`src/rtl/sys_cmd_decoder.sv`:
```
// Host command-frame parser driving register-file/ALU strobes; optional frame timeout under CMD_TIMEOUT_EN.
// Latency: one cycle from accepted byte to registered outputs; bytes are dropped while a response is outstanding (busy).
module sys_cmd_decoder #(
  parameter int              DATA_WIDTH     = 8,
  parameter int              ADDR_WIDTH     = 4,
  parameter int              FUN_WIDTH      = 4,
  parameter logic [15:0]     TIMEOUT_CYCLES = 16'd50000
) (
  input  logic                  clk,
  input  logic                  rst,
  input  logic [DATA_WIDTH-1:0] rx_data,
  input  logic                  rx_valid,
  input  logic                  resp_done,
  output logic                  rf_wr_en,
  output logic                  rf_rd_en,
  output logic [ADDR_WIDTH-1:0] rf_addr,
  output logic [DATA_WIDTH-1:0] rf_wr_data,
  output logic                  alu_en,
  output logic [FUN_WIDTH-1:0]  alu_fun,
  output logic                  clk_gate_en,
  output logic                  cmd_err,
  output logic                  busy
);

  localparam logic [DATA_WIDTH-1:0] OP_WR      = DATA_WIDTH'(8'hAA);
  localparam logic [DATA_WIDTH-1:0] OP_RD      = DATA_WIDTH'(8'hBB);
  localparam logic [DATA_WIDTH-1:0] OP_ALU     = DATA_WIDTH'(8'hCC);
  localparam logic [DATA_WIDTH-1:0] OP_ALU_NOP = DATA_WIDTH'(8'hDD);

  typedef enum logic [2:0] {
    S_IDLE, S_WR_ADDR, S_WR_DATA, S_RD_ADDR, S_OPA, S_OPB, S_ALU_FUN, S_WAIT_RESP
  } state_t;

  state_t state;

`ifdef CMD_TIMEOUT_EN
  logic [15:0] idle_cnt;
`else
  // The timeout limit has no effect in this build.
  localparam logic [15:0] UNUSED_TIMEOUT = TIMEOUT_CYCLES;
`endif

  always_ff @(posedge clk or negedge rst) begin
    if (!rst) begin
      state       <= S_IDLE;
      rf_wr_en    <= 1'b0;
      rf_rd_en    <= 1'b0;
      rf_addr     <= '0;
      rf_wr_data  <= '0;
      alu_en      <= 1'b0;
      alu_fun     <= '0;
      clk_gate_en <= 1'b0;
      cmd_err     <= 1'b0;
      busy        <= 1'b0;
`ifdef CMD_TIMEOUT_EN
      idle_cnt    <= '0;
`endif
    end else begin
      rf_wr_en <= 1'b0;
      rf_rd_en <= 1'b0;
      alu_en   <= 1'b0;
      cmd_err  <= 1'b0;
      // resp_done takes priority over any byte arriving while a response is pending.
      if (state == S_WAIT_RESP) begin
        if (resp_done) begin
          state       <= S_IDLE;
          busy        <= 1'b0;
          clk_gate_en <= 1'b0;
        end
      end else if (rx_valid) begin
`ifdef CMD_TIMEOUT_EN
        idle_cnt <= '0;
`endif
        case (state)
          S_IDLE: begin
            if (rx_data == OP_WR)          state <= S_WR_ADDR;
            else if (rx_data == OP_RD)     state <= S_RD_ADDR;
            else if (rx_data == OP_ALU)    state <= S_OPA;
            else if (rx_data == OP_ALU_NOP) begin
              state       <= S_ALU_FUN;
              clk_gate_en <= 1'b1;
            end else                       cmd_err <= 1'b1;
          end
          S_WR_ADDR: begin
            rf_addr <= rx_data[ADDR_WIDTH-1:0];
            state   <= S_WR_DATA;
          end
          S_WR_DATA: begin
            rf_wr_data <= rx_data;
            rf_wr_en   <= 1'b1;
            state      <= S_IDLE;
          end
          S_RD_ADDR: begin
            rf_addr  <= rx_data[ADDR_WIDTH-1:0];
            rf_rd_en <= 1'b1;
            busy     <= 1'b1;
            state    <= S_WAIT_RESP;
          end
          S_OPA: begin
            rf_addr    <= '0;
            rf_wr_data <= rx_data;
            rf_wr_en   <= 1'b1;
            state      <= S_OPB;
          end
          S_OPB: begin
            rf_addr     <= ADDR_WIDTH'(1);
            rf_wr_data  <= rx_data;
            rf_wr_en    <= 1'b1;
            clk_gate_en <= 1'b1;
            state       <= S_ALU_FUN;
          end
          S_ALU_FUN: begin
            alu_fun <= rx_data[FUN_WIDTH-1:0];
            alu_en  <= 1'b1;
            busy    <= 1'b1;
            state   <= S_WAIT_RESP;
          end
          default: state <= S_IDLE;
        endcase
      end
`ifdef CMD_TIMEOUT_EN
      else if (state != S_IDLE) begin
        if (idle_cnt == TIMEOUT_CYCLES) begin
          state       <= S_IDLE;
          cmd_err     <= 1'b1;
          clk_gate_en <= 1'b0;
          idle_cnt    <= '0;
        end else begin
          idle_cnt <= idle_cnt + 16'd1;
        end
      end
`endif
    end
  end

endmodule

```
`config.mk`:
```
export PLATFORM = sky130hd
export DESIGN_NAME = sys_cmd_decoder
export DESIGN_NICKNAME = d
export VERILOG_FILES = /design/src/rtl/sys_cmd_decoder.sv
export SDC_FILE = /design/constraint.sdc
export NUM_CORES = 1
export LEC_CHECK = 0
export BUFFER_PORTS_ARGS = -buffer_cell sky130_fd_sc_hd__buf_2
export CORE_MARGIN = 5
export CORE_UTILIZATION = 50
export DETAILED_ROUTE_END_ITERATION = 8
export HOLD_SLACK_MARGIN = 0.05
export PLACE_DENSITY_LB_ADDON = 0.15
export SETUP_SLACK_MARGIN = 0.3
export SYNTH_ARGS = -nofsm -noshare
export SYNTH_HDL_FRONTEND = slang
export SYNTH_SLANG_ARGS = --single-unit
```
`constraint.sdc`:
```
create_clock -name clk -period 4.7 [get_ports clk]
set_clock_uncertainty 0.15 [all_clocks]
set_input_delay 0.94 -clock clk [delete_from_list [all_inputs] [get_ports clk]]
set_output_delay 0.94 -clock clk [all_outputs]
set_load 0.01 [all_outputs]
```
Word-level counts from Yosys, hierarchy flattened
Cells that the tools add are included.

word-level totals
  input port bits = 12
  logic and storage cells = 78
  register bits = 25

operators by class
  multiplexer cells = 36
  reduce and logical (&&, ||, !) cells = 14
  bitwise gates (word level) = 1
  eq/ne operators = 17

operators with widths
  operator            count
  $eq 8x8->1 const B  4
  $mux 1              26
  $mux 3              7
  $pmux 3 s5          1
  $reduce_and 3->1    5
  $eq 3x3->1 const B  4
  $ne 3x3->1 const B  4
  $pmux 4 s3          1
  $reduce_and 7->1    1
  $eq 3x2->1 const B  2
  $ne 6x6->1 const B  1
  $reduce_bool 3->1   2
  $reduce_bool 2->1   2
  $reduce_or 2->1     2
  $eq 3x1->1 const B  1
  $logic_not 3->1     1
  $reduce_or 3->1     1
  $ne 2x2->1 const B  1
  $pmux 1 s2          1
  $not 1->1           1

Depth between registers and ports, before layout
Gate-level depths: netlist (run 1).

  word-level depth = 8
  gate-level depth with buffers = 5
  depth with buffers taken out = 4

Least setup slack after synthesis (run 1)
OpenSTA, ideal clock, no wires.

  path kind = in2reg
  start point = input rx_data[6]
  end point = register state[2]
  arrival = 1.765 ns
  setup time = 0.104 ns
  setup slack = 2.682 ns
  path buffers = 0
  cell stages on the path = 4
  path through = nand4bb_1 > a211oi_2 > nor2_1 > o41ai_2

between the ends
  longest elaborated chain between the ends = 7

RTL lines
  item                    RTL line  text
  start: declaration      11        input logic [DATA_WIDTH-1:0] rx_data,
  $eq 8x8->1              78        else if (rx_data == OP_ALU) state <= S_OPA;
  $mux 3                  78
  $mux 3                  77        else if (rx_data == OP_RD) state <= S_RD_ADDR;
  $mux 3                  76        if (rx_data == OP_WR) state <= S_WR_ADDR;
  $pmux 3 s5              74        case (state)
  $mux 3                  70        end else if (rx_valid) begin
  $mux 3                  64        if (state == S_WAIT_RESP) begin
  end signal: assignment  66        state <= S_IDLE;
  end signal: assignment  76
  end signal: assignment  77
  end: declaration        34        state_t state;

Several ways; a longest one is shown, not always the timed one. The select of a mux whose other input is x is not followed.
A chain may end at the register's enable or synchronous reset.

Final worst setup path (run 1)
  start point = register busy
  end point = output busy

RTL lines
  item                      RTL line  text
  start: declaration        22        output logic busy
  start signal: assignment  54        busy <= 1'b0;
  start signal: assignment  67        busy <= 1'b0;
  start signal: assignment  96        busy <= 1'b1;

No word-level cell between the ends.

==> impl_metrics.env, run 1 <==
export IMPL_status="finished, final reports clean"
export IMPL_synth_area_leader_cell="dfrtp_1"
export IMPL_critical_path_max_stage_delay_ns=0.43
export IMPL_crit_type="reg -> out"
export IMPL_num_antenna_cells=0
export IMPL_final_util_pct=62.0
export IMPL_synth_seq_cells=25
export IMPL_synth_seq_area_share_pct=51.9
export IMPL_grt_ovfl_total=0
export IMPL_worstPathCellList="buf_2"
export IMPL_powerDensity_mw_per_mm2=639
export IMPL_maxSlewViolCount=0
export IMPL_rrSetupSlack_ns=2.78
export IMPL_cts_made_buffers=3
export IMPL_route_met2_wl_mm=1.22
export IMPL_gp_congestion=0.845
export IMPL_dieArea_mm2=0.00349
export IMPL_via_per_inst=5.48
export IMPL_wl_per_cell_um=15.5
export IMPL_timing_rr_start="state[0]"
export IMPL_grt_pass1_vias=975
export IMPL_ant_nets=0
export IMPL_final_nets=156
export IMPL_post_cts_buffers=0
export IMPL_worst_pin_slew_ns=0.630
export IMPL_path_delay_family="flip-flops"
export IMPL_highest_layer="met4"
export IMPL_cap_violations=0
export IMPL_insertion_delay_ns=0.32
export IMPL_min_period_ns=1.98
export IMPL_drc=0
export IMPL_setup_viol=0
export IMPL_worstHoldPathType="reg -> reg"
export IMPL_grt_first_pass_wirelength_mm=4.40
export IMPL_syn2layout_area_growth_pct=16.1
export IMPL_hold_viol=0
export IMPL_ir_drop_v=0.000411
export IMPL_totalWireLength_mm=2.65
export IMPL_start_util_pct=53.4
export IMPL_worst_path_buf_inv=1
export IMPL_cts_tree="built"
export IMPL_cts_root_buf="clkbuf_4"
export IMPL_post_route_period_util_pct=42.2
export IMPL_maxSlewHeadroom_pct=58.0
export IMPL_grt_setup_unrepaired="false"
export IMPL_mappedNetlistArea_mm2=0.00120
export IMPL_layout_drive_gt1_share_pct=35.0
export IMPL_ys_flop_type="dfrtp_1"
export IMPL_end_kind="output port"
export IMPL_ios=34
export IMPL_clk_pin_slew_ns=0.14
export IMPL_ctsHoldBuffers=0
export IMPL_yosysWarnings=0
export IMPL_coreArea_mm2=0.00225
export IMPL_wl_met1_mm=1.20
export IMPL_cpMaxStageDelayCell="dfrtp_1"
export IMPL_die_height_um=59.1
export IMPL_crit_required_ns=3.61
export IMPL_finalSetupTns_ns=0
export IMPL_path_max_fanout=3
export IMPL_antenna_found_initial=0
export IMPL_via_count=937
export IMPL_async_flop_share_pct=100
export IMPL_synth_edf_count=0
export IMPL_power_leakage_nw=0.702
export IMPL_place_port_buffers=33
export IMPL_synth_nets=124
export IMPL_drt_pass1_iter_count=4
export IMPL_min_from="alu_fun[1]"
export IMPL_die_x_um=59.1
export IMPL_rows=17
export IMPL_cts_repair_resize_count=0
export IMPL_synth_area_leaders="dfrtp_1, mux2_4, nand2_1"
export IMPL_clock_fmax_mhz=505
export IMPL_htreeDepth=1
export IMPL_synth_area_per_cell_um2=10.8
export IMPL_startpoint="busy"
export IMPL_arrival_ns=0.89
export IMPL_ys_types=30
export IMPL_met3_length_um=167
export IMPL_synthTopCellsByCount="dfrtp_1, nand2_1, mux2_4, o21ai_0, a31oi_1"
export IMPL_synthCells=112
export IMPL_clockBufferDepth=2
export IMPL_synth_top_area_share_pct=51.9
export IMPL_grt_max_degree=26
export IMPL_dp_hpwl_mm=1.97
export IMPL_track_usage_pct=16.8
export IMPL_crit_path_start_kind="flip-flop"
export IMPL_n_fill_cell=209
export IMPL_cts_sinks=25
export IMPL_drtIter0Drc=31
export IMPL_yosysMostFrequentCell="dfrtp_1"
cell families after synthesis:
kind of cell	share of synthesized area, %
AO/OA/AOI/OAI	12.8
AND/OR/NAND/NOR	18.5
buffers and inverters	4.26
multiplexers	11.8
XOR/XNOR	0.727
flip-flops	51.9
registers in the layout, summed over array words and instances, names as in the netlist:
name / flops
rf_rd_en: 1
alu_en: 1
rf_wr_en: 1
alu_fun: 4
rf_addr: 4
cmd_err: 1
state: 3
busy: 1
clk_gate_en: 1
rf_wr_data: 8
worst paths after layout:
path                            endpoint  cells past startpoint
max                                 busy                      1
min                           alu_fun[1]                      2
max reg2reg                rf_wr_data[3]                      4
min reg2reg                   alu_fun[1]                      2
max in group asynchronous     rf_addr[0]                      1
min in group asynchronous  rf_wr_data[1]                      1
worst reg2reg max path, stage by stage (launching register included):
cell,delay (ns)
dfrtp_1,0.64
or2_4,0.39
mux2i_4,0.16
nand2_4,0.15
mux2_4,0.33
per-stage QoR:
stage	setup WS [ns]	instances	cell area [um^2]	power, mW	hold WS (ns)
5_1_grt	2.66	171	1400	0.959	0.362
3_3_place_gp	2.49	167	1370	0.790	0.303
6_report	2.72	171	1400	0.893	0.343
3_5_place_dp	2.42	167	1370	0.804	0.311
4_1_cts	2.70	171	1400	0.904	0.345
2_1_floorplan	2.68	112	1200	0.674	0.362
final cells by class:
class | instances | area (um^2) | area share [%]
Timing Repair Buffer | 33 | 165 | 11.8
Inverter | 4 | 15.0 | 1.07
Sequential cell | 25 | 626 | 44.7
Clock inverter | 1 | 7.51 | 0.537
Tap cell | 28 | 35.0 | 2.50
Clock buffer | 3 | 22.5 | 1.61
Multi-Input combinational cell | 77 | 528 | 37.7
placed cells by master (no fill, tap or decap), types with 2 or more instances in the layout:
master,synthesis,layout
nor2b_1,3,3
nand2b_1,2,2
clkbuf_4,0,3
mux2_4,8,8
dfrtp_1,25,25
nor3_1,2,2
nor2_1,3,3
nand3_1,4,4
nand4bb_1,2,2
a21oi_1,4,4
buf_2,2,33
inv_1,4,4
nand2_1,23,23
a31oi_1,5,5
o211ai_1,2,2
o21ai_0,7,7
layer usage:
metal | track usage [%] | up-vias
li1 | - | 454
met1 | 22.5 | 442
met2 | 26.2 | 37
met3 | 2.83 | 4
met4 | 8.09 | 0
met5 | 0 | -
power breakdown:
group	switching (mW)	internal (mW)
logic	0.188	0.198
clock network	0.0659	0.0325
registers	0.100	0.309
total	0.354	0.540
Note: power is estimated with default switching activity, not from simulation.
==> run 2, diff against run 1 <==
CORE_UTILIZATION = 45   (was 50)
clock period = 1.7 ns   (was 4.7 ns; I/O delays follow)
==> impl_metrics.env, run 2 (synthesis gave the netlist of run 1 again) <==
export IMPL_path_max_fanout=9
export IMPL_powerDensity_mw_per_mm2=1780
export IMPL_syn2layout_area_growth_pct=31.3
export IMPL_ant_nets=0
export IMPL_dieArea_mm2=0.00381
export IMPL_final_nets=175
export IMPL_cts_tree="built"
export IMPL_grt_setup_unrepaired="true"
export IMPL_arrival_ns=1.62
export IMPL_die_height_um=61.7
export IMPL_min_period_ns=1.56
export IMPL_power_leakage_nw=0.806
export IMPL_critical_path_max_stage_delay_ns=0.40
export IMPL_layout_drive_gt1_share_pct=46.3
export IMPL_hold_viol=0
export IMPL_largest_reg_flops=8
export IMPL_cap_violations=0
export IMPL_num_antenna_cells=0
export IMPL_crit_required_ns=1.76
export IMPL_rrSetupSlack_ns=0.14
export IMPL_dp_hpwl_mm=2.01
export IMPL_worst_pin_slew_ns=0.554
export IMPL_insertion_delay_ns=0.32
export IMPL_cts_sinks=25
export IMPL_cpMaxStageDelayCell="dfrtp_1"
export IMPL_antenna_found_initial=0
export IMPL_coreArea_mm2=0.00252
export IMPL_track_usage_pct=16.9
export IMPL_drc=0
export IMPL_final_area_mm2=0.00158
export IMPL_grt_pass1_vias=984
export IMPL_end_kind="flip-flop"
export IMPL_ir_drop_v=0.00105
export IMPL_grt_max_degree=26
export IMPL_cts_made_buffers=3
export IMPL_rows=18
export IMPL_crit_path_start_kind="flip-flop"
export IMPL_clk_pin_slew_ns=0.14
export IMPL_final_cell_mix="buf_2, dfrtp_1, nand2_1"
export IMPL_status="finished, final reports clean"
export IMPL_setup_viol=0
export IMPL_regMostFlops="rf_wr_data"
export IMPL_layout_commonest_cell="buf_2"
export IMPL_totalWireLength_mm=2.94
export IMPL_htreeDepth=1
export IMPL_worstPathCellList="or2_4, mux2i_4, nand2_4, mux2_4"
export IMPL_maxSlewViolCount=0
export IMPL_die_x_um=61.7
export IMPL_start_util_pct=47.8
export IMPL_gp_congestion=0.822
export IMPL_via_per_inst=5.40
export IMPL_maxSlewHeadroom_pct=63.1
export IMPL_post_route_period_util_pct=91.8
export IMPL_finalSetupTns_ns=0
export IMPL_grt_first_pass_wirelength_mm=4.63
export IMPL_path_delay_family="multiplexers"
export IMPL_crit_type="reg -> reg"
export IMPL_n_fill_cell=198
export IMPL_final_util_pct=62.7
export IMPL_largestRegisters="rf_wr_data x8, alu_fun x4, rf_addr x4"
export IMPL_wl_per_cell_um=15.3
export IMPL_drtIter0Drc=36
export IMPL_grt_ovfl_total=0
export IMPL_ios=34
export IMPL_dp_slack_ns=0.0665
export IMPL_cts_root_buf="clkbuf_4"
export IMPL_regArea_um2=627
export IMPL_via_count=1037
export IMPL_worst_path_buf_inv=0
export IMPL_place_area_mm2=0.00142
export IMPL_clockBufferDepth=2
export IMPL_clock_fmax_mhz=640
export IMPL_drt_pass1_iter_count=4
export IMPL_multi_input_area_um2=554
export IMPL_layout_setup_ws_ns=0.139
export IMPL_worstHoldPathType="in -> reg"
export IMPL_place_port_buffers=33
==> run 2: final cells by class <==
class,count,share of cell area (%)
sequential,25,39.6
multi-input combinational,77,35.0
clock inverter,1,0.316
tap,30,2.37
timing repair buffer,52,20.3
inverter,4,0.949
clock buffer,3,1.42
==> run 2: worst paths after layout <==
check	start	end	cells past startpoint
worst min-delay path	rx_data[5]	rf_wr_data[5]	2
min in group asynchronous	rst	rf_addr[1]	2
worst max-delay path	state[0]	rf_wr_data[6]	4
worst min register to register	alu_fun[1]	alu_fun[1]	2
worst max register to register	state[0]	rf_wr_data[6]	4
max in group asynchronous	rst	state[1]	2
==> run 2: metal layers <==
metal | vias up | global-route usage [%] | part of all wire (%)
met2 | 31 | 27.5 | 49
met3 | 4 | 2.69 | 4.7
met5 | - | 0 | 0
met4 | 0 | 8.79 | 1.8
li1 | 494 | - | -
met1 | 508 | 21.7 | 45
==> run 2: power breakdown <==
group / switching [mW] / leakage (nW) / internal, mW / total (mW)
Combinational: 0.744 / 0.479 / 0.810 / 1.55
Clock: 0.180 / 0.0177 / 0.0881 / 0.268
Sequential: 0.139 / 0.309 / 0.858 / 0.997
Total: 1.06 / 0.806 / 1.76 / 2.82
==> run 2: per-stage QoR <==
stage / hold WS, ns / power [mW] / std cells
after CTS: 0.117 / 2.65 / 183
after global placement: 0.208 / 2.27 / 174
final: 0.125 / 2.82 / 192
after global routing: 0.113 / 3.02 / 192
after detailed placement: 0.221 / 2.30 / 174
after floorplan: -0.106 / 1.87 / 112
==> run 2: timing repair <==
item | CTS | global route
buffers inserted | 4 | 9
hold endpoints to repair | 25 | 0
hold buffers | 1 | 0
gates cloned | 0 | 0
gates resized for setup | 6 | 4
pin swaps | 2 | 1
setup endpoints to repair | 16 | 28
==> run 2: worst register-to-register path, cell delays in order, from the launching register on <==
cell and delay (ns):
dfrtp_1 0.40, or2_4 0.27, mux2i_4 0.16, nand2_4 0.15, mux2_4 0.33
